### config.mk
export PLATFORM = sky130hd
export DESIGN_NAME = i2c_tx_serializer
export DESIGN_NICKNAME = d
export VERILOG_FILES = /design/src/rtl/i2c_pkg.sv /design/src/rtl/flex_counter.sv /design/src/rtl/i2c_tx_serializer.sv
export SDC_FILE = /design/constraint.sdc
export NUM_CORES = 1
export LEC_CHECK = 0
export CAP_MARGIN = 10
export CORE_MARGIN = 10
export CORE_UTILIZATION = 45
export CTS_BUF_LIST = sky130_fd_sc_hd__clkbuf_8
export CTS_CLUSTER_DIAMETER = 200
export CTS_CLUSTER_SIZE = 8
export DETAILED_ROUTE_END_ITERATION = 16
export GPL_ROUTABILITY_DRIVEN = 0
export PLACE_DENSITY = 0.82
export REMOVE_ABC_BUFFERS = 1
export SLEW_MARGIN = 20
export SYNTH_ARGS = -nofsm -noshare
export SYNTH_HDL_FRONTEND = slang
export SYNTH_SLANG_ARGS = --single-unit
export TNS_END_PERCENT = 20
### constraint.sdc
create_clock -name clk -period 2.2 [get_ports clk]
set_input_delay 0.44 -clock clk [delete_from_list [all_inputs] [get_ports clk]]
set_output_delay 0.44 -clock clk [all_outputs]
set_load 0.01 [all_outputs]
### src/rtl/i2c_pkg.sv
// Shared I2C definitions: transmit FSM states and byte-level constants.
package i2c_pkg;

    localparam int         I2C_BYTE_BITS    = 8;
    localparam logic [7:0] PAD_BYTE_DEFAULT = 8'hFF;

    typedef enum logic [1:0] {
        IDLE     = 2'd0,
        SHIFT    = 2'd1,
        ACK_WAIT = 2'd2,
        ACK_HOLD = 2'd3
    } tx_state_t;

endpackage

### src/rtl/flex_counter.sv
// Clearable up-counter that wraps to zero after reaching rollover_val.
module flex_counter #(
    parameter int NUM_CNT_BITS = 4
) (
    input  logic                    clk,
    input  logic                    n_rst,
    input  logic                    clear,
    input  logic                    count_enable,
    input  logic [NUM_CNT_BITS-1:0] rollover_val,
    output logic [NUM_CNT_BITS-1:0] count_out
);

    logic [NUM_CNT_BITS-1:0] count_q, count_d;

    always_comb begin
        count_d = count_q;
        if (clear) begin
            count_d = '0;
        end else if (count_enable) begin
            count_d = (count_q == rollover_val) ? '0 : count_q + 1'b1;
        end
    end

    always_ff @(posedge clk or negedge n_rst) begin
        if (!n_rst) count_q <= '0;
        else        count_q <= count_d;
    end

    assign count_out = count_q;

endmodule

### src/rtl/i2c_tx_serializer.sv
// Slave-side I2C transmit serializer: pops tx_fifo bytes and shifts them MSB-first
// onto SDA on SCL falling edges, then samples the master's ACK/NACK.
module i2c_tx_serializer
    import i2c_pkg::*;
#(
    parameter int                    DATA_WIDTH = I2C_BYTE_BITS,
    parameter logic [DATA_WIDTH-1:0] PAD_BYTE   = PAD_BYTE_DEFAULT
) (
    input  logic                  clk,
    input  logic                  n_rst,
    input  logic                  scl_rise,
    input  logic                  scl_fall,
    input  logic                  sda_in,
    input  logic                  tx_start,
    input  logic                  stop_found,
    input  logic                  fifo_empty,
    input  logic [DATA_WIDTH-1:0] read_data,
    output logic                  read_enable,
    output logic                  sda_out,
    output logic                  busy,
    output logic                  ack_rcvd,
    output logic                  nack_rcvd,
    output logic                  underrun
);

    localparam int         CNT_BITS = 4;
    localparam logic [3:0] LAST_BIT = 4'(DATA_WIDTH - 1);

    tx_state_t             state_q, state_d;
    logic [DATA_WIDTH-1:0] shift_q, shift_d;
    logic                  sda_q, sda_d;
    logic                  re_q, re_d;
    logic                  ack_q, ack_d;
    logic                  nack_q, nack_d;
    logic                  und_q, und_d;
    logic                  busy_q, busy_d;

    logic                  load;
    logic                  cnt_clear;
    logic                  cnt_en;
    logic [CNT_BITS-1:0]   bit_cnt;

    flex_counter #(
        .NUM_CNT_BITS(CNT_BITS)
    ) u_bit_cnt (
        .clk         (clk),
        .n_rst       (n_rst),
        .clear       (cnt_clear),
        .count_enable(cnt_en),
        .rollover_val(LAST_BIT),
        .count_out   (bit_cnt)
    );

    always_comb begin
        state_d   = state_q;
        shift_d   = shift_q;
        re_d      = 1'b0;
        ack_d     = 1'b0;
        nack_d    = 1'b0;
        und_d     = 1'b0;
        load      = 1'b0;
        cnt_clear = 1'b0;
        cnt_en    = 1'b0;

        // STOP / repeated START overrides every other event this cycle.
        if (stop_found) begin
            state_d   = IDLE;
            cnt_clear = 1'b1;
        end else begin
            case (state_q)
                IDLE: begin
                    if (tx_start) load = 1'b1;
                end
                SHIFT: begin
                    if (scl_fall) begin
                        if (bit_cnt < LAST_BIT) begin
                            shift_d = {shift_q[DATA_WIDTH-2:0], 1'b0};
                            cnt_en  = 1'b1;
                        end else begin
                            state_d = ACK_WAIT;
                        end
                    end
                end
                ACK_WAIT: begin
                    // A coincident fall masks the rise so the slot is never sampled twice.
                    if (scl_rise && !scl_fall) begin
                        if (!sda_in) begin
                            ack_d   = 1'b1;
                            state_d = ACK_HOLD;
                        end else begin
                            nack_d  = 1'b1;
                            state_d = IDLE;
                        end
                    end
                end
                ACK_HOLD: begin
                    if (scl_fall) load = 1'b1;
                end
                default: state_d = IDLE;
            endcase

            if (load) begin
                state_d   = SHIFT;
                cnt_clear = 1'b1;
                if (!fifo_empty) begin
                    shift_d = read_data;
                    re_d    = 1'b1;
                end else begin
                    shift_d = PAD_BYTE;
                    und_d   = 1'b1;
                end
            end
        end

        // SDA is registered from the next-state view so each bit appears one clk after scl_fall.
        sda_d  = (state_d == SHIFT) ? shift_d[DATA_WIDTH-1] : 1'b1;
        busy_d = (state_d != IDLE);
    end

    always_ff @(posedge clk or negedge n_rst) begin
        if (!n_rst) begin
            state_q <= IDLE;
            shift_q <= '0;
            sda_q   <= 1'b1;
            re_q    <= 1'b0;
            ack_q   <= 1'b0;
            nack_q  <= 1'b0;
            und_q   <= 1'b0;
            busy_q  <= 1'b0;
        end else begin
            state_q <= state_d;
            shift_q <= shift_d;
            sda_q   <= sda_d;
            re_q    <= re_d;
            ack_q   <= ack_d;
            nack_q  <= nack_d;
            und_q   <= und_d;
            busy_q  <= busy_d;
        end
    end

    assign read_enable = re_q;
    assign sda_out     = sda_q;
    assign busy        = busy_q;
    assign ack_rcvd    = ack_q;
    assign nack_rcvd   = nack_q;
    assign underrun    = und_q;

endmodule

; ---- After elaboration in Yosys (flattened, before gate mapping)
; Index checks and enable logic that the tools add are counted.
; Widths: inputs -> output; s select.
[word_totals]
wordCells = 68
input_bits = 16
output_inout_bits = 6
register_bits = 20
[classes]
muxes = 41
bitwise_logic = 1
addsub = 1
n_eq_ne = 5
reduce_logical = 9
magnitude_cmp = 1
[ops]
columns = op, n
row1 = $mux 8, 6
row2 = $mux 1, 24
row3 = $mux 2, 6
row4 = $mux 4, 3
row5 = $reduce_bool 2->1, 5
row6 = $add 4x1->4 const B, 1
row7 = $eq 2x1->1 const B, 2
row8 = $eq 2x2->1 const B, 2
row9 = $eq 4x3->1 const B, 1
row10 = $lt 4x3->1 const B, 1
row11 = $pmux 2 s2, 1
row12 = $reduce_and 4->1, 1
row13 = $logic_not 2->1, 1
row14 = $pmux 1 s2, 1
row15 = $logic_and 1x1->1, 1
row16 = $logic_not 1->1, 1
row17 = $not 1->1, 1

; ---- Logic depth before layout (Yosys ltp)
[logic_depth]
depth_word = 8
mapped_depth = 8
ltp_nobuf = 7

; ---- Cells and area by module
; A second synthesis with hierarchy kept.
[hier_totals]
hier_cells = 110
area_unflattened_um2 = 1091.0
[modules_own_cells]
columns = mod, seq_area_each_um2, instances, area_each_um2, cells_each
row1 = i2c_tx_serializer, 401.6, 1, 835.8, 83
row2 = flex_counter, 100.1, 1, 255.2, 27

; ---- Worst setup path before layout
; OpenSTA, ideal clock, no wires.
[synth_path]
path_type = register to register
from = register state_q[0]
to = register sda_q (netlist: sda_out)
stages_incl_launch_ff = 7
t_arrival_ps = 1845
required_ps = 2112
path_slack_ps = 267
path_cell_list = dfrtp_1 -> inv_1 -> ha_1 -> or2_1 -> or4_1 -> o221a_2 -> or3_1
[synth_via]
word_cells_on_any_way = 17
classes_between = eq/ne (4) / mux (12) / reduce/logical (1)
[synth_rtl]
columns = element, line
row1 = start: declaration, i2c_tx_serializer.sv:29  ; tx_state_t state_q, state_d;
row2 = start signal: assignment, i2c_tx_serializer.sv:131  ; state_q <= state_d;
row3 = $eq 2x2->1 / $logic_not 2->1 (equally long branches), i2c_tx_serializer.sv:70  ; case (state_q)
row4 = $pmux 1 s2, i2c_tx_serializer.sv:70
row5 = $mux 1, i2c_tx_serializer.sv:66  ; if (stop_found) begin
row6 = $mux 8 *, i2c_tx_serializer.sv:102  ; if (load) begin
row7 = $mux 8 *, i2c_tx_serializer.sv:66
row8 = via shift_d[7], i2c_tx_serializer.sv:30  ; logic [DATA_WIDTH-1:0] shift_q, shift_d;
row9 = $mux 1 *, i2c_tx_serializer.sv:116  ; sda_d = (state_d == SHIFT) ? shift_d[DATA_WIDTH-1] : 1'b1;
row10 = via sda_d, i2c_tx_serializer.sv:31  ; logic sda_q, sda_d;
row11 = end signal: assignment, i2c_tx_serializer.sv:124  ; sda_q <= 1'b1;
row12 = end signal: assignment, i2c_tx_serializer.sv:133  ; sda_q <= sda_d;
row13 = end: declaration, i2c_tx_serializer.sv:31
; The timed path passes the listed nets; every way through them passes the cells marked *. The select of a mux whose other input is x is not followed.
; A chain may end at the register's enable or synchronous reset.

; ---- Worst setup path in the final report
; Same ends and word-level chain as after synthesis.

==> summary.md <==
| Metric | Value |
|---|---|
| Outcome | finished clean |
| Clock Tree Root | clkbuf_8 |
| Port bufs | 21 |
| CTS tree | yes |
| Clock Latency Late Sink | between 200 and 300 ps |
| Pleak | 0.5812 nW |
| Via/cell ratio | 5.539 |
| TritonCTS Buffers | 3 |
| Post-synth EDFFs | 0 |
| Fmax | approximately 0.49 GHz |
| Worst slack at placement | -14.38 ps |
| Count of cell types in the netlist | 37 |
| # diodes | 0 |
| Sw frac | 25.00% |
| Max IR drop VDD | 0.5757 mV |
| Hold/Removal Path Class | reg2reg |
| Area grow syn2layout | 37.28% |
| Grt total ovfl | 0 |
| Synth Warn # | 0 |
| Num rows | 16 |
| Overall routed net length | roughly 2.2 mm |
| Hold buffer count at CTS | 0 |
| Sequential area share after synthesis | 50.50% |
| Worst-path maximum fanout | 4 |
| Iter 0 DRT Violations | 15 |
| Vias in the first global route | roughly 860 |
| Post-route insts no fill | approximately 150 |
| First-pass DRT Iterations | 4 |
| Most common cell after layout, fill and taps aside | clkdlybuf4s50_1 |
| Most frequent cells in the layout | clkdlybuf4s50_1 (21), dfrtp_1 (19), buf_4 (12), nand2_1 (7) |
| Sequential share of power | 48.7% |
| Finish-stage setup viols | 0 |
| DRC | 0 |
| Critical path class | reg2reg |
| Clock H-tree levels | 1 |
| Post-CTS sizing | 0 |
| Synthesized area per cell | 10.80 sq um |
| Final slew viol count | 0 |
| Initial Util | between 40 and 50% |
| WP data required | 2380 ps |
| Startpoint Class | register |
| Largest net degree at the start of global routing | 21 |
| Clock Path Buffers | 2 |
| Ratio of cells with drive above 1 in the final layout | 16.80% |
| FF+latch count, synth | 20 |
| Crit path time final | between 2000 and 2500 ps |
| First-pass GRT wire length | between 3 and 4 mm |
| Comb pwr share | 21.7% |
| Hold violation count in the final report | 0 |
| Vias | 842 |
| Int Pwr | 0.6930 mW |
| Placed instance count | approximately 150 |
| RSZ-0062 raised after global routing | no |
| Design Area, Final | about 0.0014 sq mm |
| DP HPWL | 1.732 mm |
| Post-CTS Setup Inserts | 0 |
| CORE AREA | 0.002022 sq mm |
| Clk sink count | 20 |
| CP Capture Type | register |
| Num ports | 22 |
| Clock skew | 8.135 ps |
| Die height | 66.99 um |
| Async SR Flop Fraction | 100.0% |
| Reg clk slew, reported paths | 70 ps |
| Clock Power Share | 29.6% |
| Initial antenna violation count | 0 |
| GRT Resource Usage Total | 10.14% |
| Slew headroom | approximately 77% |
| Detail Route Antenna Nets | 0 |
| Routed wire length per instance | between 10 and 15 um |
| Fin crit share | 91.91% |
| MaxCap Viol Count | 0 |
| Final nets | 147 |
| Post-synthesis cell count | between 90 and 100 |
| Die Area | between 0.004 and 0.005 sq mm |
| Syn Std Cell Area | 993.5 sq um |
| Die width | 66.99 um |
| Actual slew at the worst max-slew pin | around 350 ps |
| Dpl cell area | 0.001309 sq mm |
| Setup TNS | 0 ps |
| Final worst setup slack | 178.0 ps |
| Switch Pwr | 0.2310 mW |
| P per Cell Area | 677.6 mW/mm^2 |
| Main synth FF type | dfrtp_1 |
| Crit path DAT | 2200 ps |
final cells by class:
| type | count | area (sq um) |
|---|---|---|
| Clock buffer | 4 | 55.05 |
| Multi-Input combinational cell | 65 | 461.7 |
| Inverter | 3 | 11.26 |
| Sequential cell | 20 | 501.7 |
| Tap cell | 27 | 33.78 |
| Fill cell | 155 | 658.1 |
| Timing Repair Buffer | 33 | 300.3 |
final timing paths:
check,startpoint,endpoint,slack [ps],cells past startpoint
setup / recovery,state_q[0]$_DFF_PN0_,sda_out$_DFF_PN1_,180,6
hold / removal,shift_q[2]$_DFFE_PN0P_,shift_q[2]$_DFFE_PN0P_,490,2
setup reg to reg,state_q[0]$_DFF_PN0_,sda_out$_DFF_PN1_,180,6
hold reg to reg,shift_q[2]$_DFFE_PN0P_,shift_q[2]$_DFFE_PN0P_,490,2
max in group asynchronous,n_rst,sda_out$_DFF_PN1_,1420,2
min in group asynchronous,n_rst,shift_q[6]$_DFFE_PN0P_,510,2
cells in the mapped netlist, types with 2 or more instances:
cell / n / area (sq um)
o32a_1: 4 / 40.04
inv_1: 3 / 11.26
a21o_1: 2 / 15.01
nand2_1: 7 / 26.28
nor2_1: 4 / 15.01
nor3_1: 5 / 25.02
nand3_1: 2 / 10.01
clkbuf_1: 3 / 11.26
a21oi_1: 2 / 10.01
o22a_1: 4 / 35.03
dfrtp_1: 19 / 475.5
nand2b_1: 2 / 12.51
o21ai_0: 5 / 25.02
ha_1: 5 / 62.56
or3_1: 3 / 18.77
power groups by stage:
stage / clock [mW] / combinational (mW) / sequential (mW)
floorplan: 0 / 0.102 / 0.451
detailed placement: 0 / 0.202 / 0.456
CTS: 0.280 / 0.202 / 0.450
finish: 0.274 / 0.200 / 0.450
global placement: 0 / 0.195 / 0.453
global route: 0.299 / 0.219 / 0.456
critical path, stage by stage (launching register included):
cell and delay, ps:
dfrtp_1 410, inv_1 100, ha_1 310, or2_1 260, or4_1 410, o221a_2 140, or3_1 310
flip-flops by register name (all words and copies together) (netlist names):
name,flops
shift_q,8
u_bit_cnt.count_out,4
state_q,2
ack_rcvd,1
busy,1
nack_rcvd,1
read_enable,1
sda_out,1
underrun,1
kinds of logic after synthesis:
group | Yosys count | share of synthesized area, %
xor gates and xnor gates | 1 | 0.8818
adders and majority gates | 5 | 6.297
buffers and inverters | 7 | 3.023
AOI/OAI and AO/OA | 24 | 18.77
DFF | 20 | 50.50
and+or+nand+nor | 34 | 19.52
muxes | 1 | 1.008
through the flow:
step                      util, %  total power [mW]  hold slack, ps
after floorplan                 -            0.5529           144.4
after global placement      64.73            0.6477           461.5
after detailed placement    64.73            0.6582           476.8
after CTS                   67.45            0.9321           494.0
after global routing        67.45            0.9747           523.0
final                       67.45            0.9241           491.3
routing by layer:
layer | routed length [um] | GRT usage (%)
met1 | 907 | 10.52
met3 | 143 | 4.181
met4 | 19 | 3.590
met5 | 0 | 0
met2 | 1095 | 17.89
(Power assumes the default switching activity.)
==> RTL change (same settings) <==
Take the reset off `shift_q` and load it in a clocked block of its own.
--- a/src/rtl/i2c_tx_serializer.sv
+++ b/src/rtl/i2c_tx_serializer.sv
@@ -120,7 +120,6 @@
     always_ff @(posedge clk or negedge n_rst) begin
         if (!n_rst) begin
             state_q <= IDLE;
-            shift_q <= '0;
             sda_q   <= 1'b1;
             re_q    <= 1'b0;
             ack_q   <= 1'b0;
@@ -129,7 +128,6 @@
             busy_q  <= 1'b0;
         end else begin
             state_q <= state_d;
-            shift_q <= shift_d;
             sda_q   <= sda_d;
             re_q    <= re_d;
             ack_q   <= ack_d;
@@ -137,6 +135,10 @@
             und_q   <= und_d;
             busy_q  <= busy_d;
         end
+    end
+
+    always_ff @(posedge clk) begin
+        shift_q <= shift_d;
     end
 
     assign read_enable = re_q;
Behaviour: same outputs for any inputs over 10 cycles, from zero or initial values and one cycle with n_rst low; that may be too few to reach the edited logic, so the function may still have changed.
==> RTL change against the original RTL <==
- sequential cell count unchanged
- wire length shrank 2.7%
- design area fell by 3.4%
- final cell count decreased by 1.3%
- sequential power fell by 2%
- power decreased by 5.9%
- setup slack improved by 0.13 ns
- area after synthesis rose by 3.7%
- highest routed layer unchanged
==> RTL change: results (changes against the original RTL) <==
* Diodes inserted at 0 (unchanged)
* CTS max path bufs at 2 (unchanged)
* Port buffer count at 21 (unchanged)
* Via density at 5.36 (-3.2%)
* Clock root buffer: clkbuf_8
* Initial antenna violation count at 0 (unchanged)
* Hold Crit Endpoint: shift_q[7]
* Max VDD drop at 0.000369 V (-36%)
* First-pass GRT wire length at 3410 um (-5.7%)
* DR DRC count at 0 (unchanged)
* Outcome: finished clean
* Area contributors post-synth: dfrtp_1 27%, edfxtp_1 20%, a21oi_1 7.8%
* Drt total wl at 2110 um (-2.7%)
* Post-synthesis cell type count at 36 (-2.7%)
* Most flops, register: shift_q
* Synth Warn # at 0 (unchanged)
* Worst-margin pin slew at 0.526 ns (+0.179 ns)
* Dpl cell area at 0.00127 mm2 (-2.8%)
* Reg-to-reg endpoint: shift_q[6]
* Number of synthesized flops with an enable pin at 7 (+7)
* Ratio of cells with drive above 1 in the final layout at 0.107 (-0.0614)
* Uppermost layer routed: met4
* Largest net degree at the start of global routing at 14 (-33%)
* Pleak at 0.553 nW (-4.9%)
* Vias in the first global route at 805 (-6.5%)
* Total GRT Usage at 0.0964 (-0.00507)
* Worst r2r src: state_q[1]
* Cells on worst reg2reg path at 4 (-2)
* Mean area per synthesized cell at 10.5 um2 (-2.7%)
* WHS Path Cells at 2 (unchanged)
* H-tree Lvls at 1 (unchanged)
* Async SR Flop Fraction at 0.600 (-0.400)
* Top cells by count, synth: 16 x a21oi_1, 14 x nor2_1, 11 x dfrtp_1
* Nets at 144 (-2.0%)
* HP Class: reg2reg
* Met1 WL at 870 um (-4.1%)
* Met2 wire len at 1100 um (+0.73%)
* Synth Flop Type: dfrtp_1
* Hpwl dp at 1630 um (-6.0%)
* Worst R2R Setup Slack at 0.31 ns (+0.13 ns)
* Clock skew at 0.00301 ns (-0.00513 ns)
* Max reg flops at 8 (unchanged)
* Largest fanout on the critical path at 10 (+6)
* Final std cells w/o fill at 150 (-1.3%)
* DR pass1 iterations at 6 (+2)
* Reg clk slew, reported paths at 0.07 ns (about the same)
* Met3 wire length at 79 um (-45%)
* Setup Fix Bufs, Post-CTS at 0 (unchanged)
* Clk_lat worst skew at 0.25 ns
* WP data arrival at 1.82 ns (-0.38 ns)
* Seq/Total Area, Yosys at 0.516 (+0.0114)
* CTS resizes at 0 (unchanged)
* DP Worst Slack at 0.0682 ns (+0.0826 ns)
* Hold Crit Start: shift_q[7]
* CTS buffer count at 3 (unchanged)
* Initial drt markers at 24 (+9)
[RTL change: changes by cell type after synthesis, sizes merged, moves of 3 or more]
| cell | unedited run | this run |
|---|---|---|
| a21oi | 2 | 16 |
| nor2 | 5 | 15 |
| dfrtp | 19 | 11 |
| edfxtp | 0 | 7 |
| nor3 | 5 | 1 |
| o22a | 4 | 0 |
| o32a | 4 | 0 |
| clkbuf | 3 | 0 |
| inv | 3 | 6 |
| o21ai | 5 | 2 |
| or3 | 3 | 0 |
[RTL change: per-stage QoR]
| step | hold WS, ns | power [mW] |
|---|---|---|
| final | 0.463 | 0.870 |
| after global routing | 0.505 | 0.915 |
| after CTS | 0.470 | 0.878 |
| after detailed placement | 0.453 | 0.641 |
| after global placement | 0.448 | 0.634 |
| after floorplan | 0.144 | 0.558 |
[RTL change: worst max path at each step]
stage	start	to	slack, ns	depth (start not counted)
2_1_floorplan	state_q[0]	sda_out	0.47	5
3_3_place_gp	scl_fall	shift_q[0]	0.16	4
3_5_place_dp	scl_fall	shift_q[3]	0.07	4
4_1_cts	state_q[1]	shift_q[6]	0.33	4
5_1_grt	state_q[1]	sda_out	0.13	7
6_report	state_q[1]	shift_q[6]	0.31	4
[RTL change: worst max-delay path, cell delays in order, from the launching register on]
cell	delay, ns
dfrtp_1	0.43
inv_1	0.09
ha_1	0.42
o22ai_1	0.28
and2_1	0.35
[RTL change: kinds of logic (layout without fill, tap and decap cells)]
| family | after synthesis | after routing | synth area share |
|---|---|---|---|
| buffers and inverters | 9 | 33 | 0.0389 |
| AND/OR/NAND/NOR | 34 | 34 | 0.170 |
| adder cells (fa/ha/maj) | 5 | 5 | 0.0608 |
| AO/OA/AOI/OAI | 29 | 29 | 0.205 |
| flip-flops | 20 | 20 | 0.516 |
| XOR/XNOR | 1 | 1 | 0.00851 |
[RTL change: where the power goes]
| group | leakage (nW) | internal (mW) | total (mW) | switching, mW |
|---|---|---|---|---|
| combinational | 0.290 | 0.0880 | 0.193 | 0.105 |
| sequential | 0.236 | 0.428 | 0.440 | 0.0127 |
| clock | 0.0269 | 0.124 | 0.236 | 0.112 |
| total | 0.553 | 0.640 | 0.870 | 0.230 |
[RTL change: final cells by class]
type	instances	area, um2
Clock buffer	3	41.3
Clock inverter	1	3.75
Fill cell	192	873
Inverter	6	22.5
Multi-Input combinational cell	69	458
Sequential cell	20	532
Tap cell	28	35.0
Timing Repair Buffer	23	225
[RTL change: per-layer routing]
layer  track usage  vias up
li1              -      399
met2         0.176       20
met1        0.0983      378
met5             0        -
met3        0.0261        7
met4        0.0503        0
